File: config.mk
export PLATFORM = sky130hd
export DESIGN_NAME = alu_byte_sequencer_flat
export DESIGN_NICKNAME = d
export VERILOG_FILES = /design/src/rtl/alu_byte_sequencer_pkg.sv /design/src/rtl/alu_byte_sequencer_if.sv /design/src/rtl/alu_byte_sequencer_flag_acc.sv /design/src/rtl/alu_byte_sequencer.sv /design/src/flat_wrapper.sv
export SDC_FILE = /design/constraint.sdc
export NUM_CORES = 1
export LEC_CHECK = 0
export ABC_AREA = 1
export CORE_ASPECT_RATIO = 2
export CORE_MARGIN = 2
export CORE_UTILIZATION = 40
export DETAILED_ROUTE_END_ITERATION = 8
export PLACE_DENSITY = 0.75
export SYNTH_ARGS = -nofsm -noshare
export SYNTH_HDL_FRONTEND = slang
export SYNTH_SLANG_ARGS = --single-unit
File: constraint.sdc
create_clock -name clk -period 1 [get_ports clk]
set_input_delay 0.1 -clock clk [delete_from_list [all_inputs] [get_ports clk]]
set_output_delay 0.1 -clock clk [all_outputs]
set_load 0.01 [all_outputs]
File: src/rtl/alu_byte_sequencer_pkg.sv
// Shared definitions for the byte-serial ALU sequencer: function-code width and
// constants, the sequencer FSM state type, and an index-width helper.
package alu_pkg;

    localparam int ALU_FUNC_W = 3;

    localparam logic [ALU_FUNC_W-1:0] ALU_ADD = 3'b000;

    typedef enum logic [1:0] {
        S_IDLE = 2'd0,
        S_RUN  = 2'd1,
        S_DONE = 2'd2
    } alu_seq_state_t;

    // Byte-index counter width; a 1-byte word still needs one bit to hold index 0.
    function automatic int idx_width(input int n);
        return (n > 1) ? $clog2(n) : 1;
    endfunction

endpackage

File: src/rtl/alu_byte_sequencer_if.sv
// Bundles the command, ALU and response channels of the sequencer.
// slave  : the sequencer's view.
// master : the surrounding controller/ALU view.
interface alu_byte_sequencer_if
    import alu_pkg::*;
#(
    parameter int BYTES = 2
);
    localparam int W = 8 * BYTES;

    logic                  cmd_valid;
    logic                  cmd_ready;
    logic [W-1:0]          cmd_a;
    logic [W-1:0]          cmd_b;
    logic [ALU_FUNC_W-1:0] cmd_func;
    logic                  cmd_ci;

    logic [7:0]            alu_a;
    logic [7:0]            alu_b;
    logic                  alu_ci;
    logic [ALU_FUNC_W-1:0] alu_func;
    logic [7:0]            alu_result;
    logic                  alu_co;
    logic                  alu_zero;
    logic                  alu_neg;

    logic                  rsp_valid;
    logic                  rsp_ready;
    logic [W-1:0]          rsp_result;
    logic                  rsp_co;
    logic                  rsp_zero;
    logic                  rsp_neg;

    modport slave (
        input  cmd_valid, cmd_a, cmd_b, cmd_func, cmd_ci,
        output cmd_ready,
        output alu_a, alu_b, alu_ci, alu_func,
        input  alu_result, alu_co, alu_zero, alu_neg,
        output rsp_valid, rsp_result, rsp_co, rsp_zero, rsp_neg,
        input  rsp_ready
    );

    modport master (
        output cmd_valid, cmd_a, cmd_b, cmd_func, cmd_ci,
        input  cmd_ready,
        input  alu_a, alu_b, alu_ci, alu_func,
        output alu_result, alu_co, alu_zero, alu_neg,
        input  rsp_valid, rsp_result, rsp_co, rsp_zero, rsp_neg,
        output rsp_ready
    );

endinterface

File: src/rtl/alu_byte_sequencer_flag_acc.sv
// alu_flag_acc: folds per-byte ALU flags into word flags.
// carry chains carryOut into the next byte, zacc ANDs the per-byte zero flags,
// nflag keeps the sign of the most significant byte.
module alu_flag_acc (
    input  logic clk,
    input  logic clr,    // synchronous clear of all accumulators
    input  logic load,   // start of a new word
    input  logic ci,     // carry into byte 0
    input  logic step,   // one byte processed this cycle
    input  logic last,   // the byte being processed is the MSB
    input  logic co,
    input  logic zero,
    input  logic neg,
    output logic carry,
    output logic zacc,
    output logic nflag
);

    // Accumulate flags; clear beats load beats step.
    always_ff @(posedge clk) begin
        if (clr) begin
            carry <= 1'b0;
            zacc  <= 1'b0;
            nflag <= 1'b0;
        end else if (load) begin
            carry <= ci;
            zacc  <= 1'b1;
        end else if (step) begin
            carry <= co;
            zacc  <= zacc & zero;
            if (last) nflag <= neg;
        end
    end

endmodule

File: src/rtl/alu_byte_sequencer.sv
// alu_byte_sequencer: issues a BYTES-wide operation to an 8-bit ALU one byte
// per cycle, LSB first, chaining carry, and returns the assembled word + flags.
// Optional feature macro: ALU_SEQ_PIPE_EN (accept the next command in the same
// cycle the response is taken, skipping IDLE).
module alu_byte_sequencer
    import alu_pkg::*;
#(
    parameter int BYTES = 2
) (
    input  logic                 clk,
    input  logic                 rst_n,
    alu_byte_sequencer_if.slave  bus
);

    localparam int              IW   = idx_width(BYTES);
    localparam logic [IW-1:0]   LAST = IW'(BYTES - 1);

    alu_seq_state_t             state, state_nxt;
    logic [BYTES-1:0][7:0]      a_q, b_q, res_q;
    logic [ALU_FUNC_W-1:0]      func_q;
    logic [IW-1:0]              idx;
    logic                       cmd_hs, in_run, run_last;
    logic                       carry, zacc, nflag;

    assign cmd_hs   = bus.cmd_valid & bus.cmd_ready;
    assign in_run   = (state == S_RUN);
    assign run_last = in_run & (idx == LAST);

    // State register.
    always_ff @(posedge clk) begin
        if (!rst_n) state <= S_IDLE;
        else        state <= state_nxt;
    end

    // Next-state: IDLE->RUN on accept, RUN->DONE after the MSB, DONE leaves on rsp handshake.
    always_comb begin
        state_nxt = state;
        unique case (state)
            S_IDLE:  if (cmd_hs)        state_nxt = S_RUN;
            S_RUN:   if (idx == LAST)   state_nxt = S_DONE;
            S_DONE:  if (bus.rsp_ready) state_nxt = cmd_hs ? S_RUN : S_IDLE;
            default:                    state_nxt = S_IDLE;
        endcase
    end

    // Outputs: ALU driven only in RUN; response valid only in DONE.
    always_comb begin
        bus.cmd_ready = 1'b0;
        bus.rsp_valid = 1'b0;
        bus.alu_a     = '0;
        bus.alu_b     = '0;
        bus.alu_ci    = 1'b0;
        bus.alu_func  = '0;
        unique case (state)
            S_IDLE: bus.cmd_ready = 1'b1;
            S_RUN: begin
                bus.alu_a    = a_q[idx];
                bus.alu_b    = b_q[idx];
                bus.alu_ci   = carry;
                bus.alu_func = func_q;
            end
            S_DONE: begin
                bus.rsp_valid = 1'b1;
`ifdef ALU_SEQ_PIPE_EN
                bus.cmd_ready = bus.rsp_ready;
`else
                bus.cmd_ready = 1'b0;
`endif
            end
            default: ;
        endcase
    end

    // Operand latch at accept, then per-byte result capture and index advance in RUN.
    always_ff @(posedge clk) begin
        if (!rst_n) begin
            a_q    <= '0;
            b_q    <= '0;
            func_q <= ALU_ADD;
            idx    <= '0;
            res_q  <= '0;
        end else if (cmd_hs) begin
            a_q    <= bus.cmd_a;
            b_q    <= bus.cmd_b;
            func_q <= bus.cmd_func;
            idx    <= '0;
        end else if (in_run) begin
            res_q[idx] <= bus.alu_result;
            idx        <= run_last ? '0 : idx + 1'b1;
        end
    end

    alu_flag_acc u_flags (
        .clk   (clk),
        .clr   (~rst_n),
        .load  (cmd_hs),
        .ci    (bus.cmd_ci),
        .step  (in_run),
        .last  (run_last),
        .co    (bus.alu_co),
        .zero  (bus.alu_zero),
        .neg   (bus.alu_neg),
        .carry (carry),
        .zacc  (zacc),
        .nflag (nflag)
    );

    assign bus.rsp_result = res_q;
    assign bus.rsp_co     = carry;
    assign bus.rsp_zero   = zacc;
    assign bus.rsp_neg    = nflag;

endmodule

File: src/flat_wrapper.sv
// flat-port wrapper written by rule: the top's interface ports become plain ports
module alu_byte_sequencer_flat import alu_pkg::*;
#(
    parameter int BYTES = 2
)
  (clk, rst_n, bus_cmd_valid, bus_cmd_a, bus_cmd_b, bus_cmd_func, bus_cmd_ci, bus_cmd_ready, bus_alu_a, bus_alu_b, bus_alu_ci, bus_alu_func, bus_alu_result, bus_alu_co, bus_alu_zero, bus_alu_neg, bus_rsp_valid, bus_rsp_result, bus_rsp_co, bus_rsp_zero, bus_rsp_neg, bus_rsp_ready);
  alu_byte_sequencer_if #(.BYTES(BYTES)) bus_i ();
  input  logic clk;
  input  logic rst_n;
  input wire logic [$bits(bus_i.cmd_valid)-1:0] bus_cmd_valid;
  input wire logic [$bits(bus_i.cmd_a)-1:0] bus_cmd_a;
  input wire logic [$bits(bus_i.cmd_b)-1:0] bus_cmd_b;
  input wire logic [$bits(bus_i.cmd_func)-1:0] bus_cmd_func;
  input wire logic [$bits(bus_i.cmd_ci)-1:0] bus_cmd_ci;
  output wire logic [$bits(bus_i.cmd_ready)-1:0] bus_cmd_ready;
  output wire logic [$bits(bus_i.alu_a)-1:0] bus_alu_a;
  output wire logic [$bits(bus_i.alu_b)-1:0] bus_alu_b;
  output wire logic [$bits(bus_i.alu_ci)-1:0] bus_alu_ci;
  output wire logic [$bits(bus_i.alu_func)-1:0] bus_alu_func;
  input wire logic [$bits(bus_i.alu_result)-1:0] bus_alu_result;
  input wire logic [$bits(bus_i.alu_co)-1:0] bus_alu_co;
  input wire logic [$bits(bus_i.alu_zero)-1:0] bus_alu_zero;
  input wire logic [$bits(bus_i.alu_neg)-1:0] bus_alu_neg;
  output wire logic [$bits(bus_i.rsp_valid)-1:0] bus_rsp_valid;
  output wire logic [$bits(bus_i.rsp_result)-1:0] bus_rsp_result;
  output wire logic [$bits(bus_i.rsp_co)-1:0] bus_rsp_co;
  output wire logic [$bits(bus_i.rsp_zero)-1:0] bus_rsp_zero;
  output wire logic [$bits(bus_i.rsp_neg)-1:0] bus_rsp_neg;
  input wire logic [$bits(bus_i.rsp_ready)-1:0] bus_rsp_ready;
  assign bus_i.cmd_valid = bus_cmd_valid;
  assign bus_i.cmd_a = bus_cmd_a;
  assign bus_i.cmd_b = bus_cmd_b;
  assign bus_i.cmd_func = bus_cmd_func;
  assign bus_i.cmd_ci = bus_cmd_ci;
  assign bus_cmd_ready = bus_i.cmd_ready;
  assign bus_alu_a = bus_i.alu_a;
  assign bus_alu_b = bus_i.alu_b;
  assign bus_alu_ci = bus_i.alu_ci;
  assign bus_alu_func = bus_i.alu_func;
  assign bus_i.alu_result = bus_alu_result;
  assign bus_i.alu_co = bus_alu_co;
  assign bus_i.alu_zero = bus_alu_zero;
  assign bus_i.alu_neg = bus_alu_neg;
  assign bus_rsp_valid = bus_i.rsp_valid;
  assign bus_rsp_result = bus_i.rsp_result;
  assign bus_rsp_co = bus_i.rsp_co;
  assign bus_rsp_zero = bus_i.rsp_zero;
  assign bus_rsp_neg = bus_i.rsp_neg;
  assign bus_i.rsp_ready = bus_rsp_ready;
  alu_byte_sequencer #(.BYTES(BYTES)) u_core (.clk(clk), .rst_n(rst_n), .bus(bus_i));
endmodule
======== Word level (Yosys, flattened, before mapping) ========
Cells that the tools add are included.
storage, ports and cells
  bits in registers ....................... 57
operators by class
  add/subtract/negate cells ............... 1
  multiplexer cells ....................... 23
  bitwise operators ....................... 5
  equal/unequal tests ..................... 5
  reduce and logical (&&, ||, !) cells .... 7
  magnitude comparators ................... 2
operators by type and width
  cell                 count
  $mux 8               7
  $bwmux 16            1
  $mux 1               9
  $demux 8 s1          1
  $mux 2               3
  $pmux 2 s3           1
  $reduce_and 3->1     2
  $ne 2x1->1 const B   2
  $and 1x1->1          3
  $mux 3               1
  $eq 2x1->1 const B   1
  $eq 2x2->1 const B   1
  $logic_not 2->1      1
  $lt 1x2->1 const B   1
  $ne 2x2->1 const B   1
  $not 1->1            2
  $reduce_and 2->1     1
  $reduce_bool 2->1    1
  $reduce_or 2->1      1
  $add 1x1->1 const B  1
  $ge 1x1->1 const B   1
  $logic_and 1x1->1    1

======== Depth between registers and ports, before layout ========
  depth after elaboration ................. 6
  mapped depth ............................ 6
  gate-level depth less buffers ........... 5

======== Hierarchy ========
A second synthesis with hierarchy kept.
second synthesis, totals
  cell total of the unflattened synthesis .. 427
  area total of the unflattened synthesis .. 2708.8 um2
by module, submodules not included
  module              cells each  area an instance (um2)  times used
  alu_byte_sequencer  406         2576.2                  1
  alu_flag_acc        21          132.6                   1

======== Worst setup path after synthesis ========
Ideal clock, no wire load.
  kind .................................... reg2out
  start ................................... register u_core.idx
  end ..................................... output port bus_alu_a[0]
  stages on the path, launching flop included .. 5
  setup slack ............................. -0.224 ns
  data required time ...................... 0.900 ns
  arrival ................................. 1.124 ns
  path through ............................ dfxtp_1 -> buf_2 -> nand3b_1 -> buf_2 -> o21ai_0
between the ends
  word-level cells in the longest chain between the ends .. 3
RTL lines
  element                                    line                      RTL
  start: declaration                         alu_byte_sequencer.sv:21  logic [IW-1:0] idx;
  start signal: assignment                   alu_byte_sequencer.sv:89  idx <= run_last ? '0 : idx + 1'b1;
  $mux 8 (not written as such) (2 in a row)  alu_byte_sequencer.sv:57  bus.alu_a = a_q[idx];
  $mux 8                                     alu_byte_sequencer.sv:54  unique case (state)
  end: declaration                           flat_wrapper.sv:16        output wire logic [$bits(bus_i.alu_a)-1:0] bus_alu_a;
No other way between the ends. The select of a mux whose other input is x is not followed.

======== Worst setup path after layout ========
  start ................................... register u_core.state[1]
  end ..................................... output port bus_alu_a[5]
between the ends
  word-level cells in the longest chain between the ends .. 2
RTL lines
  element                   line                      RTL
  start: declaration        alu_byte_sequencer.sv:18  alu_seq_state_t state, state_nxt;
  start signal: assignment  alu_byte_sequencer.sv:32  else state <= state_nxt;
  $eq 2x1->1                alu_byte_sequencer.sv:54
  $mux 8                    alu_byte_sequencer.sv:54
No other way between the ends.

==> impl_metrics.csv <==
group,metric,value,unit
outcome,status,"finished, violations left",
outcome,violations,"setup timing",
yosys,synth_edf_count,0,
yosys,syn_area,0.002589,mm^2
yosys,syn_inst,375,
sta,finalSetupViolCount,79,
clock_network,cts_tree,"yes",
critical_path,critPathArrivalTime,1.49,ns
placement,gp_congestion,0.7950,
floorplanning,initial_core_util,0.4103,
hold_path,holdCritStartpoint,"rst_n",
sta,tightest_slew,0.4506,ns
grt,track_usage,0.2719,
clock_network,clkTransAtPathRegs,0.05,ns
clock_network,root_buffer,"clkbuf_16",
yosys,synth_seq_area_share,0.4408,
clock_network,cts.htree.levels,3,
grt,gr-total-overflow,0,
drt,routed.top_layer,"met4",
drt,ant_nets,0,
sta,report.final.slew_viol_count,0,
yosys,synth.distinct_cells,16,
sta,period_minus_slack,1.594,ns
drt,wl_met3,532,um
sta,hold_viol,0,
drt,wl_met1,3251,um
pwr,clockPowerShare,0.403,
floorplanning,io_pins,92,
placement,place_hpwl,5077,um
pwr,power.leakage,2.056,nW
critical_path,required,0.90,ns
grt,grt_pass1_vias,3151,
floorplanning,core_area,0.006310,mm^2
grt,grt_pass1_wl,14610,um
layout,layout-drive-gt1-share,0.3373,
layout,final_util,0.7444,
drt,met2_length,5445,um
pwr,pwr-share-seq,0.339,
sta,max_freq,0.6273,GHz
floorplanning,dieArea,0.007170,mm^2
flow_run,drv_cap,0,
pwr,p_int,0.005394,W
pwr,power.density,1617,mW/mm^2
drt,drt-wirelength-per-cell,16.48,um
yosys,synth_area_leader_cell,"dfxtp_1",
clock_network,worst_skew_pair.late_latency,0.33,ns
clock_network,hold_buffers,0,
yosys,synth_top_area_share,0.4408,
floorplanning,rows,41,
drt,drcViolationCount,0,
drt,vias,3030,
yosys,syn_nets,426,
critical_path,worstSetupPathType,"flip-flop to output port",
pwr,p_sw_frac,0.2898,
critical_path,reg2regPathDepth,10,
sta,period_share,1.594,
critical_path,r2r_start,"u_core.state[1]",
layout,nNetsFinal,553,
sta,setup_ws,-0.5942,ns
clock_network,cts.sinks,57,
sta,skew,0.003610,ns
yosys,synth_area_per_cell,6.903,um^2
placement,pre_cts_ws,-0.5860,ns
critical_path,critPathLaunch,"u_core.state[1]",
floorplanning,die_y,117.8,um
drt,routed_wl,9774,um
layout,syn_to_final_growth,81.44,%
yosys,yosysWarnings,0,
drt,dr.pass1.iters,4,
yosys,synthTopCellsByArea,"dfxtp_1 44%, nor2_1 14%, nand3b_1 11%",
yosys,synth.most_common_cell,"nor2_1",
placement,io_buffers,91,
yosys,synth_seq_cells,57,
grt,antenna_found_initial,0,
grt,grt_max_degree,46,
critical_path,regToRegSetupSlack,-0.50,ns
pwr,p_comb_frac,0.258,
clock_network,tritoncts.num_buffers,9,
clock_network,clockBufferDepth,2,
critical_path,r2r_end,"u_core.a_q[8]",
yosys,synthFlopType,"dfxtp_1",
pwr,p_switching,0.002201,W
layout,diodes,0,
yosys,synth_common_cells,"96 x nor2_1, 66 x nand2_1, 57 x dfxtp_1, 37 x nand3b_1, 34 x inv_1",
critical_path,crit_fanout,5,
drt,drt_iter0_drc,197,
sta,max-slew-margin-rel,0.6993,
pwr,peakVddDrop,1127,uV
critical_path,start_kind,"flip-flop",
yosys,synthArstFlopShare,0,
hold_path,hold_path_class,"input port to flip-flop",
critical_path,cp-endpoint,"bus_alu_a[5]",
pwr,finalPower,0.007595,W
sta,rsz0062_at_grt,"yes",
drt,viasPerCell,5.110,
critical_path,end_kind,"output port",
floorplanning,fp.dieW,60.89,um
## worst min-delay path by stage
| stage | to | cells past startpoint | slack, ns |
|---|---|---|---|
| global route | u_core.bus.rsp_result[2] | 4 | 0.25 |
| global placement | u_core.bus.rsp_result[15] | 2 | 0.45 |
| floorplan | u_core.bus.rsp_result[0] | 2 | 0.23 |
| detailed placement | u_core.bus.rsp_result[10] | 2 | 0.45 |
| CTS | u_core.bus.rsp_result[0] | 4 | 0.23 |
| finish | u_core.bus.rsp_result[0] | 4 | 0.22 |
## cells by family after synthesis
family | synth area share
DFF | 0.4408
AOI/OAI and AO/OA | 0.05607
and+or+nand+nor | 0.4007
buffers and inverters | 0.1025
## state kept, by name, summed over array words and instances, names as in the netlist
name / cells
u_core.idx: 1
u_core.u_flags.nflag: 1
u_core.func_q: 3
u_core.u_flags.zacc: 1
u_core.a_q: 16
u_core.bus.rsp_result: 16
u_core.b_q: 16
u_core.state: 2
u_core.u_flags.carry: 1
## metal layers
layer,global-route usage,vias to the layer above
li1,-,1432
met1,0.2700,1423
met2,0.4751,133
met3,0.05714,42
met4,0.1739,0
met5,0,-
## final cells by class
class | count | area [um^2]
Sequential cell | 57 | 1152
Fill cell | 431 | 1613
Clock buffer | 9 | 225.2
Clock inverter | 7 | 70.07
Multi-Input combinational cell | 257 | 1466
Timing Repair Buffer | 142 | 1524
Tap cell | 86 | 107.6
Inverter | 35 | 151.4
## per-stage QoR
step                      cells  hold slack (ns)  setup TNS (ns)  instance area, um^2
final                       593           0.2232          -33.13                 4697
after floorplan             375           0.2349          -3.019                 2799
after CTS                   590           0.2278          -26.37                 4587
after global routing        593           0.2488          -35.98                 4697
after detailed placement    552           0.4524          -23.88                 3891
after global placement      552           0.4507          -22.07                 3891
## critical path: stages, from the launching register on
cell and delay (ns):
dfxtp_4 0.37, inv_4 0.07, nand3b_1 0.13, buf_4 0.18, buf_4 0.16, o21ai_2 0.11
buf_2 0.14
## what timing repair did
| item | CTS | global route |
|---|---|---|
| pin swaps | 18 | 28 |
| gates resized for setup | 190 | 64 |
| cloned | 7 | 2 |
| setup endpoints to repair | 98 | 97 |
| buffers inserted | 16 | 7 |
## power groups by stage
stage          Sequential, W  Combinational [W]  Clock (W)
3_3_place_gp         0.00259            0.00136          0
6_report             0.00258            0.00196    0.00306
2_1_floorplan        0.00261           0.000767          0
4_1_cts              0.00256            0.00176    0.00302
5_1_grt              0.00259            0.00209    0.00315
3_5_place_dp         0.00260            0.00138          0
## cell usage in the layout, fill, tap and decap left out, types with 2 or more instances in the layout
cell type / n
a21oi_1: 11
inv_8: 2
nand3_1: 20
nand3_2: 7
clkinv_2: 2
buf_12: 8
buf_2: 18
nor2_4: 7
dfxtp_4: 2
nand2_1: 53
nor2_1: 83
dfxtp_1: 52
buf_4: 13
buf_8: 4
inv_1: 31
clkdlybuf4s50_1: 49
o21ai_4: 6
clkinvlp_4: 2
o21ai_2: 11
nand3b_1: 37
dfxtp_2: 3
nand2_2: 9
nand2_4: 3
buf_16: 6
nor2_2: 7
clkbuf_16: 11
inv_4: 3
buf_6: 31
clkbuf_2: 10
Note: power is estimated with default switching activity, not from simulation.
